[src/rtl/pipeline_stall_controller.sv]
// Stall/flush sequencer for the 5-stage pipeline: hazard stalls, branch flushes, memory waits.
// Define STALL_PERF_CNT_EN to build the saturating performance counters; otherwise they read 0.
module pipeline_stall_controller #(
    parameter int unsigned MEM_TIMEOUT   = 16,
    parameter int unsigned MAX_HAZ_STALL = 2,
    parameter int unsigned CNT_W         = 16
) (
    input  logic             clk,
    input  logic             reset,
    input  logic             hazard_stall,
    input  logic             ID_BranchTaken,
    input  logic             MEM_req,
    input  logic             MEM_ready,
    output logic             PC_Write,
    output logic             IF_ID_Write,
    output logic             IF_ID_Flush,
    output logic             ID_EX_Flush,
    output logic             EX_MEM_Write,
    output logic             MEM_WB_Flush,
    output logic             mem_timeout_err,
    output logic             haz_overrun_err,
    output logic [CNT_W-1:0] haz_stall_cnt,
    output logic [CNT_W-1:0] mem_stall_cnt,
    output logic [CNT_W-1:0] flush_cnt
);

    localparam int unsigned WAIT_W = $clog2(MEM_TIMEOUT + 1);
    localparam int unsigned HAZ_W  = $clog2(MAX_HAZ_STALL + 2);
    // The first frozen cycle is spent in RUN, so MEM_WAIT sees MEM_TIMEOUT-1 of them.
    localparam logic [WAIT_W-1:0] WAIT_LAST = WAIT_W'(MEM_TIMEOUT - 2);
    localparam logic [HAZ_W-1:0]  HAZ_MAX   = HAZ_W'(MAX_HAZ_STALL);

    typedef enum logic {
        RUN,
        MEM_WAIT
    } state_t;

    state_t            state;
    logic [WAIT_W-1:0] wait_cnt;
    logic [HAZ_W-1:0]  haz_run;
    logic              freeze;
    logic              haz_active;

    assign freeze     = MEM_req & ~MEM_ready;
    assign haz_active = hazard_stall & ~freeze;

    always_comb begin
        PC_Write     = 1'b1;
        IF_ID_Write  = 1'b1;
        IF_ID_Flush  = 1'b0;
        ID_EX_Flush  = 1'b0;
        EX_MEM_Write = 1'b1;
        MEM_WB_Flush = 1'b0;
        if (!reset) begin
            if (freeze) begin
                PC_Write     = 1'b0;
                IF_ID_Write  = 1'b0;
                EX_MEM_Write = 1'b0;
                MEM_WB_Flush = 1'b1;
            end else if (hazard_stall) begin
                PC_Write    = 1'b0;
                IF_ID_Write = 1'b0;
                ID_EX_Flush = 1'b1;
            end else if (ID_BranchTaken) begin
                IF_ID_Flush = 1'b1;
            end
        end
    end

    always_ff @(posedge clk) begin
        if (reset) begin
            state           <= RUN;
            wait_cnt        <= '0;
            haz_run         <= '0;
            mem_timeout_err <= 1'b0;
            haz_overrun_err <= 1'b0;
        end else begin
            case (state)
                RUN: begin
                    wait_cnt <= '0;
                    if (freeze)
                        state <= MEM_WAIT;
                end
                MEM_WAIT: begin
                    if (!freeze) begin
                        state    <= RUN;
                        wait_cnt <= '0;
                    end else if (wait_cnt == WAIT_LAST) begin
                        mem_timeout_err <= 1'b1;
                        state           <= RUN;
                        wait_cnt        <= '0;
                    end else begin
                        wait_cnt <= wait_cnt + 1'b1;
                    end
                end
                default: state <= RUN;
            endcase

            // Run length holds across a freeze; the stall itself is always honoured.
            if (!hazard_stall) begin
                haz_run <= '0;
            end else if (!freeze) begin
                if (haz_run == HAZ_MAX)
                    haz_overrun_err <= 1'b1;
                else
                    haz_run <= haz_run + 1'b1;
            end
        end
    end

`ifdef STALL_PERF_CNT_EN
    logic [CNT_W-1:0] haz_q, mem_q, flush_q;

    always_ff @(posedge clk) begin
        if (reset) begin
            haz_q   <= '0;
            mem_q   <= '0;
            flush_q <= '0;
        end else begin
            if (haz_active && haz_q != '1)
                haz_q <= haz_q + 1'b1;
            if (freeze && mem_q != '1)
                mem_q <= mem_q + 1'b1;
            if (IF_ID_Flush && flush_q != '1)
                flush_q <= flush_q + 1'b1;
        end
    end

    assign haz_stall_cnt = haz_q;
    assign mem_stall_cnt = mem_q;
    assign flush_cnt     = flush_q;
`else
    assign haz_stall_cnt = '0;
    assign mem_stall_cnt = '0;
    assign flush_cnt     = '0;
`endif

endmodule
[config.mk]
export PLATFORM = sky130hd
export DESIGN_NAME = pipeline_stall_controller
export DESIGN_NICKNAME = d
export VERILOG_FILES = /design/src/rtl/pipeline_stall_controller.sv
export SDC_FILE = /design/constraint.sdc
export NUM_CORES = 1
export LEC_CHECK = 0
export CORE_MARGIN = 1
export CORE_UTILIZATION = 33
export DETAILED_ROUTE_END_ITERATION = 10
export HOLD_SLACK_MARGIN = 0.06
export PLACE_DENSITY = 0.79
export SETUP_SLACK_MARGIN = 0.5
export SKIP_CTS_REPAIR_TIMING = 1
export SYNTH_ARGS = -nofsm -noshare
export SYNTH_HDL_FRONTEND = slang
export SYNTH_SLANG_ARGS = --single-unit
[constraint.sdc]
create_clock -name clk -period 1.55 [get_ports clk]
set_input_delay 0.155 -clock clk [delete_from_list [all_inputs] [get_ports clk]]
set_output_delay 0.155 -clock clk [all_outputs]
set_load 0.02 [all_outputs]
# == Word-level counts from Yosys, hierarchy flattened ==
# Cells that the tools add are included.
# W data, S select, Z words.
# totals
word_cells,39
out_inout_bits,56
input_bits,6
register_bits,10
# op_classes
n_bitwise,6
add_sub_neg,2
n_eq_ne,2
n_mux,20
reduce_logical,4
# ops
op,count
$mux W1,16
$mux W5,2
$pmux W5 S2,1
$reduce_and A3 Y1,2
$add A5 B1 Y5 const B,1
$eq A5 B4 Y1 const B,1
$not A1 Y1,5
$add A2 B1 Y2 const B,1
$eq A2 B2 Y1 const B,1
$pmux W1 S2,1
$reduce_and A2 Y1,1
$reduce_or A2 Y1,1
$and A1 B1 Y1,1

# == Logic depth before layout (Yosys ltp) ==
# logic_depth
ltp_word,4
mapped_depth,6
depth_no_buf,5

# == Worst setup path after synthesis ==
# No wires, ideal clock.
# synth_path
path_type,input port to output port
from,input port MEM_req
to,output port IF_ID_Flush
n_path_buf,1
required_time_ns,1.395
path_slack_ns,0.273
arrival_ns,1.122
path_stages,3
path_cell_list,nor2b_4 buf_6 nor4b_1
# synth_via
elab_chain_len,3
# synth_rtl
element,line,text
start: declaration,12,"input logic MEM_req,"
$and A1 B1 Y1,44,assign freeze = MEM_req & ~MEM_ready;
$mux W1,55,if (freeze) begin
$mux W1,54,if (!reset) begin
end: declaration,16,"output logic IF_ID_Flush,"
# Every way passes these cells.

# == Final worst setup path ==
# layout_path
from,register wait_cnt[0]
to,register wait_cnt[3]
# layout_via
elab_chain_len,4
elab_cells_between_ends,5
classes_between,add/sub (1); eq/ne (1); mux (3)
# layout_rtl
element,line,text
start: declaration,39,logic [WAIT_W-1:0] wait_cnt;
start signal: assignment,93,wait_cnt <= wait_cnt + 1'b1;
$add A5 B1 Y5 / $eq A5 B4 Y1 (equally long branches),"93, 88",
$mux W5 (*),88,end else if (wait_cnt == WAIT_LAST) begin
$mux W5 (*),85,if (!freeze) begin
$pmux W5 S2 (*),78,case (state)
# Mark *: on every way between the ends. The rest lies on a longest branch, timed or not.
# A chain may end at the register's enable or synchronous reset.

==> run metrics <==
run status=complete, no violations; clk root buf=clkbuf_4; Storage cell area=203 um2; Clock transition at path regs=0.06 ns; area of the multi-input gates=429 um2; synth warn=0; Total Power=0.673 mW; Post-Synthesis Cells=97; FF-to-FF Start=wait_cnt[0]$_SDFF_PP0_; top post-synthesis cells by count=buf_4, dfxtp_1, nor2_1; Fill cells=229; Hold Crit Class=input pin to flop; post-layout util=39.4%; starting density of the core=36.1%; Leak Pwr=0.522 nW; Detail Route Antenna Nets=0; Setup crit end=wait_cnt[3]$_SDFF_PP0_; ANT cells=0; Routed WL=1140 um; Clock Skew=0.00541 ns; RSZ-0062 raised after global routing=yes; EDFF count, synth=0; Synth Flop Type=dfxtp_1; share of cells above drive strength 1=19.0%; drt pass-1 iters=4; sequential area share after synthesis=24.4%; number of max-cap violations=0; global-route wire length before repair=1520 um; Synth top area share=44.7%; gr busiest metal=met2; die width=51.9 um; top-count cell post-synth=buf_4; Max Freq=821 MHz; Final Hold Violating Endpoints=0; dpl ws=-0.202 ns; met2 usage=14.7%; global routing met1 resource utilization=7.58%; Mapped Area=822 um2; Synth area leader=buf_4; io pins=62; vias=510; Avg WL per Cell=7.94 um; crit-path cells=inv_2 -> ha_2 -> and4b_1 -> nand3b_1 -> nor2_1; Tcrit/Tclk final=78.6%; Die Y-Extent=51.9 um; Worst-Skew Late Latency=0.27 ns; crit path DAT=1.42 ns; CTS tree=built; reg2reg path depth=5; initial antenna violation count=0; cells taking the most area after synthesis=buf_4, dfxtp_1, ha_1, nor2_1, a21oi_1; largest net degree at the start of global routing=7; area grow syn2layout=8.98%; global route overflow=0; die area=2690 um2; Worst Path Required=1.75 ns; post-DP HPWL=939 um; Crit. End Element=flop; CTS buffer count=3; Synth cell types=21; Vias per Instance=3.54; DRC=0; GRT Overall Usage=7.92%; VDD IR max=530 uV; CP peak stage delay=0.36 ns; min Tclk post-route=1.22 ns; Core Footprint=2280 um2; r2r setup slk=0.33 ns; Worst Setup SP=wait_cnt[0]$_SDFF_PP0_; #FFs+latches synth=10; CTS Buffer Depth=2; CTS H-tree lvls=1; syn_area_per_cell=8.47 um2; Power Density=751 nW/um2; DR iter-0 viols=1; Setup WS post-layout=0.331 ns; r2r endpoint=wait_cnt[3]$_SDFF_PP0_; CP Max Fanout=5; CP startpoint kind=flop; met3 Usage GRT=1.75%; FFs w/ async S/R, synth=0%; Slew Limit Fails=0; routability cong.=0.724; smallest hold slack=0.201 ns; # rows=17; vias in the first global route=378; endpoints failing setup=0; critical path class=flop to flop; Layout Nets=126; I/O Buffers=13; Sink Count=10; Crit-path slowest cell=dfxtp_2
area by class of cell:
| class | instances | area share (%) |
|---|---|---|
| Clock buffer | 4 | 4.05 |
| Inverter | 4 | 1.68 |
| Multi-Input combinational cell | 80 | 47.9 |
| Sequential cell | 10 | 22.6 |
| Tap cell | 28 | 3.91 |
| Timing Repair Buffer | 18 | 19.8 |
cells in the final DEF (no fill, tap or decap), drive strengths merged:
cell,netlist,layout
conb,1,48
dfxtp,10,10
dlymetal6s2s,0,8
nor2,7,7
clkbuf,0,7
buf,50,6
a21oi,4,4
inv,4,4
ha,3,3
or3,2,2
o21ai,2,2
nand3b,2,2
nand3,2,2
xor2,2,2
nand2b,2,2
nor2b,1,1
nor4b,1,1
o21bai,1,1
and4b,1,1
a31oi,1,1
xnor2,1,1
clkdlybuf4s50,0,1
registers in the layout (all words and copies together), names as in the netlist:
register	cells
haz_overrun_err	1
haz_run	2
mem_timeout_err	1
state	1
wait_cnt	5
how the worst min path moves through the flow:
stage | depth (start not counted) | to | start
5_1_grt | 2 | haz_overrun_err$_SDFFE_PP0P_ | reset
2_1_floorplan | 1 | haz_overrun_err$_SDFFE_PP0P_ | reset
4_1_cts | 1 | wait_cnt[0]$_SDFF_PP0_ | wait_cnt[0]$_SDFF_PP0_
3_3_place_gp | 1 | wait_cnt[0]$_SDFF_PP0_ | wait_cnt[0]$_SDFF_PP0_
3_5_place_dp | 1 | wait_cnt[0]$_SDFF_PP0_ | wait_cnt[0]$_SDFF_PP0_
6_report | 2 | haz_overrun_err$_SDFFE_PP0P_ | reset
worst max-delay path, delay by kind of cell (launching register included):
kind / cells / cell delay [ns]
buffers and inverters: 1 / 0.03
DFF: 1 / 0.36
adders and majority gates: 1 / 0.16
and+or+nand+nor: 3 / 0.60
layer usage:
layer / wire length (um) / part of all wire (%) / vias up
met2: 635 / 56 / 35
met1: 412 / 36 / 225
met4: 19 / 1.7 / 0
met5: 0 / 0 / -
li1: - / - / 248
met3: 77 / 6.7 / 2
logic make-up (layout without fill, tap and decap cells):
group                      after synthesis  after routing  share of synthesized area [%]
buffers and inverters                   54             26                           47.9
and+or+nand+nor                         18             18                           14.2
DFF                                     10             10                           24.4
AOI/OAI and AO/OA                        8              8                           5.33
adders and majority gates                3              3                           4.57
xor gates and xnor gates                 3              3                           3.20
other                                    1             48                          0.456
stage by stage:
| stage | std cells | cell area (um2) | TNS, ns |
|---|---|---|---|
| after floorplan | 144 | 1020 | 0 |
| after global placement | 139 | 832 | -0.893 |
| after detailed placement | 139 | 832 | -0.964 |
| after CTS | 143 | 868 | -0.988 |
| after global routing | 144 | 896 | 0 |
| final | 144 | 896 | 0 |
power by group:
part           total [mW]  switching [mW]  internal, mW
clock network       0.230          0.0873         0.143
logic               0.179           0.137        0.0415
registers           0.264         0.00282         0.261
total               0.673           0.227         0.445
Note: power is estimated with default switching activity, not from simulation.
